===== config.mk =====
export PLATFORM = sky130hd
export DESIGN_NAME = alu_sequencer
export DESIGN_NICKNAME = d
export VERILOG_FILES = /design/src/rtl/alu_pkg.sv /design/src/rtl/alu_regfile.sv /design/src/rtl/alu_sequencer.sv
export SDC_FILE = /design/constraint.sdc
export NUM_CORES = 1
export LEC_CHECK = 0
export CORE_MARGIN = 5
export CORE_UTILIZATION = 38
export DETAILED_ROUTE_END_ITERATION = 8
export DONT_BUFFER_PORTS = 1
export GPL_TIMING_DRIVEN = 0
export HOLD_SLACK_MARGIN = 0.08
export PLACE_DENSITY = 0.49
export SETUP_SLACK_MARGIN = 0.05
export SYNTH_ARGS = -nofsm -noshare
export SYNTH_HDL_FRONTEND = slang
export SYNTH_SLANG_ARGS = --single-unit

===== constraint.sdc =====
create_clock -name clk -period 2.4 [get_ports clk]
set_clock_uncertainty 0.05 [all_clocks]
set_input_delay 0.24 -clock clk [delete_from_list [all_inputs] [get_ports clk]]
set_output_delay 0.24 -clock clk [all_outputs]
set_load 0.005 [all_outputs]

===== src/rtl/alu_pkg.sv =====
// ---------------------------------------------------------------------------
// alu_pkg
// Shared definitions for the 8-bit ALU and the sequencer that drives it:
// datapath widths, op-code encodings, flag bit positions, the sequencer FSM
// state encoding, the instruction holding-register layout and a small helper
// that tells whether an op writes its result back to the register file.
// ---------------------------------------------------------------------------
package alu_pkg;

    localparam int DATA_W   = 8;
    localparam int ADDR_W   = 3;
    localparam int OP_W     = 3;
    localparam int FLAG_W   = 4;
    localparam int NUM_REGS = 8;

    // Op-code encodings, shared with the ALU itself.
    localparam logic [OP_W-1:0] OP_ADD  = 3'b000;
    localparam logic [OP_W-1:0] OP_SUB  = 3'b001;
    localparam logic [OP_W-1:0] OP_OR   = 3'b010;
    localparam logic [OP_W-1:0] OP_AND  = 3'b011;
    localparam logic [OP_W-1:0] OP_NOT  = 3'b100;
    localparam logic [OP_W-1:0] OP_COMP = 3'b101;
    localparam logic [OP_W-1:0] OP_SHR  = 3'b110;
    localparam logic [OP_W-1:0] OP_SHL  = 3'b111;

    // Flag vector layout {C, N, O, Z}.
    localparam int FLAG_C = 3;
    localparam int FLAG_N = 2;
    localparam int FLAG_O = 1;
    localparam int FLAG_Z = 0;

    typedef enum logic [1:0] {
        ST_IDLE    = 2'd0,
        ST_ISSUE   = 2'd1,
        ST_CAPTURE = 2'd2
    } seq_state_e;

    // One instruction as captured at accept time.
    typedef struct packed {
        logic [OP_W-1:0]   op;
        logic [ADDR_W-1:0] dst;
        logic [DATA_W-1:0] a;
        logic [DATA_W-1:0] b;
    } hold_t;

    // Compare only produces flags; every other op writes its result back.
    function automatic logic op_writes_back(input logic [OP_W-1:0] op);
        return (op != OP_COMP);
    endfunction

endpackage


===== src/rtl/alu_regfile.sv =====
// ---------------------------------------------------------------------------
// alu_regfile
// 8 x 8 register file behind the ALU sequencer. One synchronous write port,
// two combinational operand read ports (A and B) and one combinational debug
// read port. Synchronous active-high reset clears every entry to zero. There
// is no hardwired-zero register; all eight entries are writable.
//
// Ports
//   clk        system clock
//   rst        synchronous active-high reset, clears all entries
//   we_i       write enable
//   waddr_i    write address
//   wdata_i    write data
//   ra_addr_i  A-operand read address   -> ra_data_o (combinational)
//   rb_addr_i  B-operand read address   -> rb_data_o (combinational)
//   rd_addr_i  debug read address       -> rd_data_o (combinational)
// ---------------------------------------------------------------------------
module alu_regfile
    import alu_pkg::*;
(
    input  logic              clk,
    input  logic              rst,
    input  logic              we_i,
    input  logic [ADDR_W-1:0] waddr_i,
    input  logic [DATA_W-1:0] wdata_i,
    input  logic [ADDR_W-1:0] ra_addr_i,
    output logic [DATA_W-1:0] ra_data_o,
    input  logic [ADDR_W-1:0] rb_addr_i,
    output logic [DATA_W-1:0] rb_data_o,
    input  logic [ADDR_W-1:0] rd_addr_i,
    output logic [DATA_W-1:0] rd_data_o
);

    logic [DATA_W-1:0]   regs_q [NUM_REGS];
    logic [NUM_REGS-1:0] wr_sel;

    // One-hot write select, one bit per entry.
    generate
        for (genvar gi = 0; gi < NUM_REGS; gi++) begin : g_wr_sel
            assign wr_sel[gi] = we_i && (waddr_i == ADDR_W'(gi));
        end
    endgenerate

    always_ff @(posedge clk) begin
        if (rst) begin
            for (int i = 0; i < NUM_REGS; i++) begin
                regs_q[i] <= '0;
            end
        end else begin
            for (int i = 0; i < NUM_REGS; i++) begin
                if (wr_sel[i]) begin
                    regs_q[i] <= wdata_i;
                end
            end
        end
    end

    // Reads are combinational: a same-edge write is visible only after the edge.
    assign ra_data_o = regs_q[ra_addr_i];
    assign rb_data_o = regs_q[rb_addr_i];
    assign rd_data_o = regs_q[rd_addr_i];

endmodule


===== src/rtl/alu_sequencer.sv =====
// ---------------------------------------------------------------------------
// alu_sequencer
// Issue/writeback controller in front of the 8-bit ALU. Accepts one
// register-level instruction at a time (valid/ready), reads its operands
// from the internal register file, presents them to the ALU for its
// one-cycle registered latency, then writes the result back and latches the
// ALU flags.
//
//   IDLE    : in_ready=1; on accept capture op, dst, A and B.
//   ISSUE   : drive operands/op, output enable low; ALU samples at the end.
//   CAPTURE : hold operands/op (C and O are combinational in the ALU),
//             output enable high; at the end latch flags, write back
//             (except compare), pulse out_done, return to IDLE.
//
// Ports
//   clk, rst                 clock, synchronous active-high reset
//   in_valid / in_ready      instruction handshake
//   in_op, in_dst, in_src    op code, destination (also A source), B source
//   in_use_imm, in_imm       select immediate B operand
//   alu_A, alu_B, alu_op     operands and op to the ALU
//   alu_enable_out           ALU output enable (high only in CAPTURE)
//   alu_result, alu_flags    ALU result and {C,N,O,Z} flags
//   out_flags                latched flags
//   out_done                 one-cycle pulse after writeback
//   in_rd_addr / out_rd_data debug read port (combinational)
// ---------------------------------------------------------------------------
module alu_sequencer
    import alu_pkg::*;
(
    input  logic              clk,
    input  logic              rst,
    input  logic              in_valid,
    output logic              in_ready,
    input  logic [OP_W-1:0]   in_op,
    input  logic [ADDR_W-1:0] in_dst,
    input  logic [ADDR_W-1:0] in_src,
    input  logic              in_use_imm,
    input  logic [DATA_W-1:0] in_imm,
    output logic [DATA_W-1:0] alu_A,
    output logic [DATA_W-1:0] alu_B,
    output logic [OP_W-1:0]   alu_op,
    output logic              alu_enable_out,
    input  logic [DATA_W-1:0] alu_result,
    input  logic [FLAG_W-1:0] alu_flags,
    output logic [FLAG_W-1:0] out_flags,
    output logic              out_done,
    input  logic [ADDR_W-1:0] in_rd_addr,
    output logic [DATA_W-1:0] out_rd_data
);

    seq_state_e        state_q, state_d;
    hold_t             hold_q,  hold_d;
    logic [FLAG_W-1:0] flags_q, flags_d;
    logic              done_q,  done_d;

    logic              rf_we;
    logic [DATA_W-1:0] ra_data;
    logic [DATA_W-1:0] rb_data;

    // Register file: A comes from the destination register, B from src.
    alu_regfile u_regfile (
        .clk       (clk),
        .rst       (rst),
        .we_i      (rf_we),
        .waddr_i   (hold_q.dst),
        .wdata_i   (alu_result),
        .ra_addr_i (in_dst),
        .ra_data_o (ra_data),
        .rb_addr_i (in_src),
        .rb_data_o (rb_data),
        .rd_addr_i (in_rd_addr),
        .rd_data_o (out_rd_data)
    );

    // State and holding registers. Reset wins over a simultaneous accept and
    // aborts an in-flight instruction; the register file is cleared by the
    // same reset, so no writeback can slip through.
    always_ff @(posedge clk) begin
        if (rst) begin
            state_q <= ST_IDLE;
            hold_q  <= '0;
            flags_q <= '0;
            done_q  <= 1'b0;
        end else begin
            state_q <= state_d;
            hold_q  <= hold_d;
            flags_q <= flags_d;
            done_q  <= done_d;
        end
    end

    // Next-state and outputs.
    always_comb begin
        state_d        = state_q;
        hold_d         = hold_q;
        flags_d        = flags_q;
        done_d         = 1'b0;
        in_ready       = 1'b0;
        alu_enable_out = 1'b0;
        rf_we          = 1'b0;

        unique case (state_q)
            ST_IDLE: begin
                in_ready = 1'b1;
                if (in_valid) begin
                    hold_d.op  = in_op;
                    hold_d.dst = in_dst;
                    hold_d.a   = ra_data;
                    hold_d.b   = in_use_imm ? in_imm : rb_data;
                    state_d    = ST_ISSUE;
                end
            end
            ST_ISSUE: begin
                state_d = ST_CAPTURE;
            end
            ST_CAPTURE: begin
                alu_enable_out = 1'b1;
                flags_d        = alu_flags;
                done_d         = 1'b1;
                rf_we          = op_writes_back(hold_q.op);
                state_d        = ST_IDLE;
            end
            default: begin
                state_d = ST_IDLE;
            end
        endcase
    end

    // Operands stay on the ALU inputs between instructions so its outputs
    // keep their last values while the bus is released in IDLE.
    assign alu_A     = hold_q.a;
    assign alu_B     = hold_q.b;
    assign alu_op    = hold_q.op;
    assign out_flags = flags_q;
    assign out_done  = done_q;

endmodule


; Word-level counts from Yosys, hierarchy flattened
; Memories as Yosys holds them, arrays and structs flattened. A register that Yosys moved wholly into a read port is not among the register bits.
; Index checks and enable logic that the tools add are counted.
; W data, S select, Z words.
[op_classes]
eq_ne = 11
muxes = 40
n_bitwise = 8
reduce_logical = 11
[ops]
columns = op, n
row1 = $mux W8, 9
row2 = $mux W1, 29
row3 = $eq A3 B3 Y1 const B, 4
row4 = $logic_and A1 B1 Y1, 8
row5 = $or A1 B1 Y1, 8
row6 = $eq A3 B2 Y1 const B, 2
row7 = $pmux W2 S2, 1
row8 = $eq A3 B1 Y1 const B, 1
row9 = $logic_not A3 Y1, 1
row10 = $ne A3 B3 Y1 const B, 1
row11 = $eq A2 B1 Y1 const B, 1
row12 = $eq A2 B2 Y1 const B, 1
row13 = $logic_not A2 Y1, 1
row14 = $mux W2, 1
row15 = $ne A2 B2 Y1 const B, 1
row16 = $reduce_and A2 Y1, 1
[totals]
ff_bits = 21
ram_bits = 64
in_bits = 36
out_inout_bits = 34
elab_cells = 77
mem_count = 1
[memory_table]
columns = name, depth, word_bits, read_ports, rd_ports_with_merged_regs, wr, line_no
row1 = u_regfile.regs_q, 8, 8, 3, 1, 8, alu_regfile.sv:34  ; logic [DATA_W-1:0] regs_q [NUM_REGS];

; Depth between registers and ports, before layout
; Gate-level depths: netlist of run 1.
[logic_depth]
depth_word = 7
depth_mapped = 6
ltp_nobuf = 5

; By module
; From an unflattened synthesis of run 1, not the netlist that was laid out.
[unflattened]
hier_cells = 365
hier_area_um2 = 5280.1
[by_module_without_submodules]
columns = module, n_inst, cells_each, area_per_inst_um2, seq_area_each_um2
row1 = alu_regfile, 1, 237, 3990.1, 1921.8
row2 = alu_sequencer, 1, 128, 1290.0, 580.6

; Least setup slack after synthesis of run 1
; No wires, ideal clock.
[synth_timing]
kind = flip-flop to flip-flop
startpoint = register state_q[1]
endpoint = memory u_regfile.regs_q[5][0], enable pin
setup_time_ns = 0.334
arrival_ns = 1.455
t_required_ns = 2.016
setup_slack_ns = 0.561
path_stages_with_launch = 7
n_path_buf = 1
synth_period_minus_slack_ns = 1.839
cell_sequence = dfxtp_1 -> nand2b_4 -> inv_2 -> o211ai_1 -> or3b_1 -> clkbuf_1 -> nand2b_1
[synth_rtl]
columns = element, line_no
row1 = "start, declared", alu_sequencer.sv:51  ; seq_state_e state_q, state_d;
row2 = "start signal, assigned", alu_sequencer.sv:85  ; state_q <= state_d;
row3 = "end, declared", alu_regfile.sv:34

==> reports/metrics.csv, run 1 <==
stage,metric,value,unit
run_status,run_status,finished clean,
synth,ys_types,32,
synth,synth_cells,398,
clocking,clk_root_buffer_cell,clkbuf_16,
synth,synth_top_area_share,38.7,%
grt,leftover_overflow_at_the_end_of_global_routing,0,
die,die_w,124,um
final_layout,finish.instance_area,0.00564,sq mm
run,max_cap_viol_count,0,
clocking,clock_sinks,93,
synth,post-synth-top-count-cell,edfxtp_1,
timing,slew_headroom,46.1,%
route,post-route-drc-count,0,
synth,synth_seq_cells,93,
clocking,cts_max_level,3,
clocking,clock_slew_seen_by_the_registers_of_the_worst_setup_and_hold_paths,70,ps
synth,yosysWarningCount,0,
power,powerDensity,691,mW/mm^2
power,static_leakage,2.07,nW
final_layout,area.growth.synth_to_final,13.6,%
worst_setup_path,timing.setup.critical_path_class,reg -> reg,
synth,synth.area.top_cells,"edfxtp_1 (39%), mux4_2 (16%), dfxtp_1 (12%)",
worst_setup_path,timing.critical_path.arrival,2280,ps
route,first_pass_iters,4,
die,floorplan.initialDensity,39.0,%
grt,first_global_vias,3491,
route,antenna_left,0,
placement,placed_area,0.00518,sq mm
clocking,latest_clock_arrival_within_the_worst_skew_pair,360,ps
worst_setup_path,worst_setup_path_end_kind,flop,
timing,worst_hold_slack,101,ps
synth,post_synth_most_frequent_cells,"edfxtp_1 (64), nor2_1 (60), mux4_2 (35)",
timing,finalHoldViolCount,0,
die,row_count,41,
die,die-height,124,um
worst_setup_path,cpPeakStageDelay,520,ps
grt,largest_net_degree_at_the_start_of_global_routing,16,
worst_setup_path,timing.critical_path.cells,"nand2b_4, a311oi_2, nand3_1, nand2b_2",
final_layout,drive_above_1_share,24.6,%
timing,period_share,95.9,%
route,detailedRoute.firstIterationViolations,231,
placement,buffer_ports.inserted,0,
clocking,clockBufferDepth,2,
final_layout,antenna_cells,0,
placement,placedCellCount,570,
worst_setup_path,worst_path_max_delay_cell,nand3_1,
synth,post_synth_net_total,434,
synth,yosysSeqAreaShare,50.4,%
clocking,tritoncts,done,
power,ir_drop,0.000728,V
clocking,cts-buffers-inserted,9,
worst_setup_path,maximum_fanout_along_the_worst_path,9,
synth,synthFlopType,edfxtp_1,
placement,routabilityCongestion,0.819,
timing,setup_viol,0,
route,via_per_inst,5.51,
timing,fmax,434,MHz
synth,number_of_enable_type_register_cells_in_the_synthesized_netlist,64,
grt,grt_antenna_before_repair,0,
worst_setup_path,worst-endpoint-required,2370,ps
final_layout,nets,457,
die,io_pins,70,
final_layout,fin_cells,598,
grt,grt_util_all_layers,19.2,%
route,drt-total-wl,14600,um
route,wl_per_cell,24.5,um
timing,transition_time_at_the_pin_with_the_least_slew_margin,808,ps
placement,post-dp-hpwl,10400,um
final_layout,nFillCells,1241,
die,die-area,0.0154,sq mm
timing,grt_setup_unrepaired,yes,
timing,report.final.slew_viol_count,0,
timing,timing.final.crit_period,2300,ps
synth,ys_async_sr_fraction,0,%
worst_setup_path,start_kind,flop,
synth,synth_area,0.00496,sq mm
route,dr_total_vias,3297,
synth,synth_top_cell_by_area,edfxtp_1,
timing,fin_setup_tns,0,ps
grt,grt_pass1_wl,22000,um
synth,synthesis.area_per_instance,12.5,sq um
die,fp.coreArea,0.0127,sq mm
min_path,min-delay-path-class,in -> reg,
-- layer usage --
layer	GRT usage (%)	part of all wire, %
met5	0	0
met4	5.42	1.6
met3	6.60	8.4
met2	31.0	48
met1	24.7	42
-- per-stage QoR --
stage / utilization (%) / total power, mW / setup slack [ps]
after floorplan: - / 2.23 / 561
final: 44.3 / 3.90 / 97.9
after CTS: 44.1 / 3.93 / 60.4
after detailed placement: 40.7 / 2.39 / -106
after global placement: 40.7 / 2.38 / -86.6
after global routing: 44.3 / 4.05 / 38.8
-- worst paths after layout --
kind / from / end / slack (ps) / cells after the start
worst min register to register: alu_B[1]$_SDFFE_PP0P_ / alu_B[1]$_SDFFE_PP0P_ / 400 / 2
worst min-delay path: in_imm[3] / alu_B[3]$_SDFFE_PP0P_ / 100 / 2
worst max-delay path: state_q[0]$_SDFFE_PP0P_ / u_regfile.regs_q[3][5]$_SDFFCE_PN0P_ / 100 / 4
worst max register to register: state_q[0]$_SDFFE_PP0P_ / u_regfile.regs_q[3][5]$_SDFFCE_PN0P_ / 100 / 4
-- critical path: cells and delay by family, from the launching register on --
family           cells  cell delay, ps
AND/OR/NAND/NOR      3            1160
AO/OA/AOI/OAI        1             450
flip-flops           1             320
-- logic make-up after synthesis --
group	after synthesis	share of synthesized area (%)
AND/OR/NAND/NOR	122	10.9
AO/OA/AOI/OAI	48	6.63
multiplexers	77	25.6
buffers and inverters	58	6.36
flip-flops	93	50.4
-- state kept, by name, summed over array words and instances (netlist names) --
name and count:
u_regfile.regs_q 64, alu_A 8, alu_B 8, out_flags 4
alu_op 3, hold_q 3, state_q 2, out_done 1
-- power by group --
group	total [mW]	switching (mW)	internal, mW
sequential	1.85	0.0559	1.80
combinational	0.513	0.279	0.234
clock	1.53	0.633	0.898
-- layout make-up --
| class | count | area [sq um] | area share (%) |
|---|---|---|---|
| Multi-Input combinational cell | 247 | 2170 | 38.5 |
| Clock buffer | 11 | 264 | 4.68 |
| Buffer | 47 | 274 | 4.86 |
| Timing Repair Buffer | 12 | 115 | 2.04 |
| Clock inverter | 5 | 55.1 | 0.976 |
| Sequential cell | 93 | 2500 | 44.4 |
| Inverter | 11 | 41.3 | 0.732 |
| Tap cell | 172 | 215 | 3.82 |
-- cell usage in the layout (no fill, tap or decap), drive strengths merged, types with 10 or more instances in the layout --
master,Yosys,routed
clkbuf,14,25
o221ai,10,10
nand2,33,33
mux2,11,11
nor2,60,60
mux4,38,38
edfxtp,64,64
buf,33,35
dfxtp,29,29
nand2b,21,21
dlygate4sd3,0,10
inv,10,11
mux2i,28,28
a21oi,18,18
-- repair_timing --
item                       in CTS  in global routing
resized for setup               6                  3
buffers inserted                0                  2
setup endpoints to repair      48                 40
hold endpoints to repair       12                  0
pin swaps                       0                  1
hold buffers                   10                  0
Note: power is estimated with default switching activity, not from simulation.
==> run 2, diff against run 1 <==
ABC_AREA = 1   (was default)
==> run 2 against run 1 <==
Compared with the run above:
- power about the same
- final area up 4.7%
- largest power group unchanged
- fmax up 7.6%
- sequential power about the same
- flip-flop and latch count unchanged
- sequential share of layout area down 2.0 points
- non-clock buffer count up 13
- highest routed layer unchanged
- worst hold slack better by 7.5 ps
- synthesized cell count up 74%
==> reports/metrics.csv, run 2 <==
stage,metric,value,unit
run_status,run_status,finished clean,
synth,synthFlopType,edfxtp_1,
final_layout,layout.cells.most_common,nand2_1,
final_layout,finish.instance_area,0.00590,sq mm
placement,buffer_ports.inserted,0,
clocking,cts-buffers-inserted,9,
die,fp.coreArea,0.0133,sq mm
power,ir_drop,0.000384,V
worst_setup_path,worstReg2RegStart,state_q[1]$_SDFFE_PP0P_,
clocking,tritoncts,done,
clocking,clk_root_buffer_cell,clkbuf_16,
worst_setup_path,setup.worst_path.start,state_q[1]$_SDFFE_PP0P_,
timing,grt_setup_unrepaired,no,
placement,placed_area,0.00545,sq mm
synth,post_synth_net_total,727,
worst_setup_path,timing.setup.critical_path_class,reg -> reg,
placement,routabilityCongestion,0.943,
route,antenna_left,0,
timing,report.final.slew_viol_count,0,
route,via_per_inst,5.56,
final_layout,mostFrequentLayoutCells,"nand2_1 (141), nor2_1 (106), o21ai_0 (78)",
final_layout,largest_register_ffs,64,
timing,final.setup.worst_slack,261,ps
clocking,clock_slew_seen_by_the_registers_of_the_worst_setup_and_hold_paths,70,ps
synth,ys_async_sr_fraction,0,%
grt,gr_busiest_metal,met2,
worst_setup_path,worst-endpoint-required,2390,ps
timing,timing.final.crit_period,2140,ps
synth,synthesis.area_per_instance,7.57,sq um
run,max_cap_viol_count,0,
synth,synth_seq_cells,93,
route,drt-total-wl,19900,um
final_layout,fin_cells,898,
placement,post-dp-hpwl,15700,um
clocking,latest_clock_arrival_within_the_worst_skew_pair,350,ps
min_path,timing.hold.worst.start,alu_result[7],
synth,yosysSeqAreaShare,47.9,%
synth,synth.area.top_cells,"edfxtp_1 (37%), dfxtp_1 (11%), nand2_1 (10%)",
placement,placedCellCount,868,
clocking,buffers_inserted_by_post_cts_timing_repair,0,
grt,leftover_overflow_at_the_end_of_global_routing,0,
worst_setup_path,maximum_fanout_along_the_worst_path,6,
grt,grt_use_met1,32.4,%
synth,post-synth-top-count-cell,nand2_1,
grt,grt.met3_usage,3.96,%
grt,grtUsageMet2,39.8,%
synth,post_synth_most_frequent_cells,"nand2_1 (141), nor2_1 (106), o21ai_0 (80)",
timing,fmax,468,MHz
timing,setup_viol,0,
final_layout,drive_above_1_share,11.5,%
synth,ys_types,24,
die,die_w,127,um
timing,finalHoldViolCount,0,
route,post-route-drc-count,0,
die,die-area,0.0162,sq mm
placement,preCtsSetupSlack,-288,ps
die,floorplan.initialDensity,39.2,%
clocking,clock_sinks,93,
clocking,clockBufferDepth,2,
worst_setup_path,timing.critical_path.arrival,2130,ps
route,wl_per_cell,22.2,um
worst_setup_path,start_kind,flop,
synth,synth_top_area_share,36.8,%
final_layout,area.growth.synth_to_final,12.9,%
final_layout,antenna_cells,0,
synth,yosysWarningCount,0,
worst_setup_path,reg2reg_slack,260,ps
synth,number_of_enable_type_register_cells_in_the_synthesized_netlist,64,
synth,synth_top_cell_by_area,edfxtp_1,
grt,grt_antenna_before_repair,0,
die,row_count,42,
grt,largest_net_degree_at_the_start_of_global_routing,16,
die,die-height,127,um
route,first_pass_iters,6,
final_layout,register_ranked_first_by_flip_flop_count,u_regfile.regs_q,
timing,period_share,89.1,%
grt,first_global_vias,4812,
synth,synth_cells,691,
grt,grt_pass1_wl,29500,um
timing,transition_time_at_the_pin_with_the_least_slew_margin,1040,ps
die,io_pins,70,
power,total_power,3.90,mW
final_layout,nets,753,
power,static_leakage,2.46,nW
power,powerDensity,660,mW/mm^2
min_path,min-delay-path-class,in -> reg,
synth,synth_area,0.00523,sq mm
clocking,cts_max_level,3,
route,dr_total_vias,4990,
grt,grt_util_all_layers,24.8,%
worst_setup_path,worst_setup_path_end_kind,flop,
timing,slew_headroom,29.6,%
route,detailedRoute.firstIterationViolations,467,
[run 2: cell count changes after synthesis, moves of 10 or more]
cell      delta
inv_1       +44
a21oi_1     +28
mux4_2      -35
mux2i_1     -28
nor2_1      +46
nand3_1     +73
mux2_2      -11
nand2b_1    -20
o221ai_1    -10
o21ai_0     +80
buf_2       +20
nand2_1    +108
[run 2: area by class of cell]
class,count,area (sq um)
flip-flops and latches,93,2500
well taps,176,220
inverters,61,229
fillers,1404,7440
repair buffers,15,145
clock inverters,4,27.5
multi-input cells,480,2170
plain buffers,57,329
clock buffers,12,278
[run 2: final timing paths]
path / end / cells after the start
worst min register to register: alu_B[4]$_SDFFE_PP0P_ / 2
worst max-delay path: u_regfile.regs_q[7][4]$_DFFE_PP_ / 7
worst max register to register: u_regfile.regs_q[7][4]$_DFFE_PP_ / 7
worst min-delay path: u_regfile.regs_q[2][7]$_SDFFCE_PN0P_ / 2
[run 2: power by group]
| part | internal, mW | switching [mW] |
|---|---|---|
| logic | 0.185 | 0.383 |
| clock network | 0.826 | 0.628 |
| registers | 1.80 | 0.0755 |
| total | 2.81 | 1.09 |
[run 2: repair_timing]
| item | in CTS | in global routing |
|---|---|---|
| endpoints found under the hold margin | 13 | 0 |
| hold buffers | 14 | 0 |
| resized for setup | 1 | 2 |
| setup endpoints to repair | 8 | 13 |
[run 2: worst max-delay path, cell delays in order (launching register included)]
cell	delay (ps)
dfxtp_1	400
nand2_2	130
inv_2	140
nand2_2	90
nor2_2	240
inv_1	110
o21ai_1	380
buf_2	290
[run 2: stage by stage]
step	TNS [ps]	util (%)	hold slack, ps
CTS	0	44.2	87.1
detailed placement	-2300	40.9	371
global route	0	44.2	102
global placement	-3400	40.8	361
finish	0	44.2	109
floorplan	0	-	354
[run 2: layer usage]
metal  vias up  part of all wire (%)
met4         0                   4.5
li1       2338                     -
met1      2413                    43
met3        51                   5.5
met5         -                     0
met2       188                    47
[run 2: cells by family after synthesis]
logic type             share of synthesized area [%]
AND/OR/NAND/NOR                                 26.6
flip-flops                                      47.9
AO/OA/AOI/OAI                                   14.9
buffers and inverters                           10.7
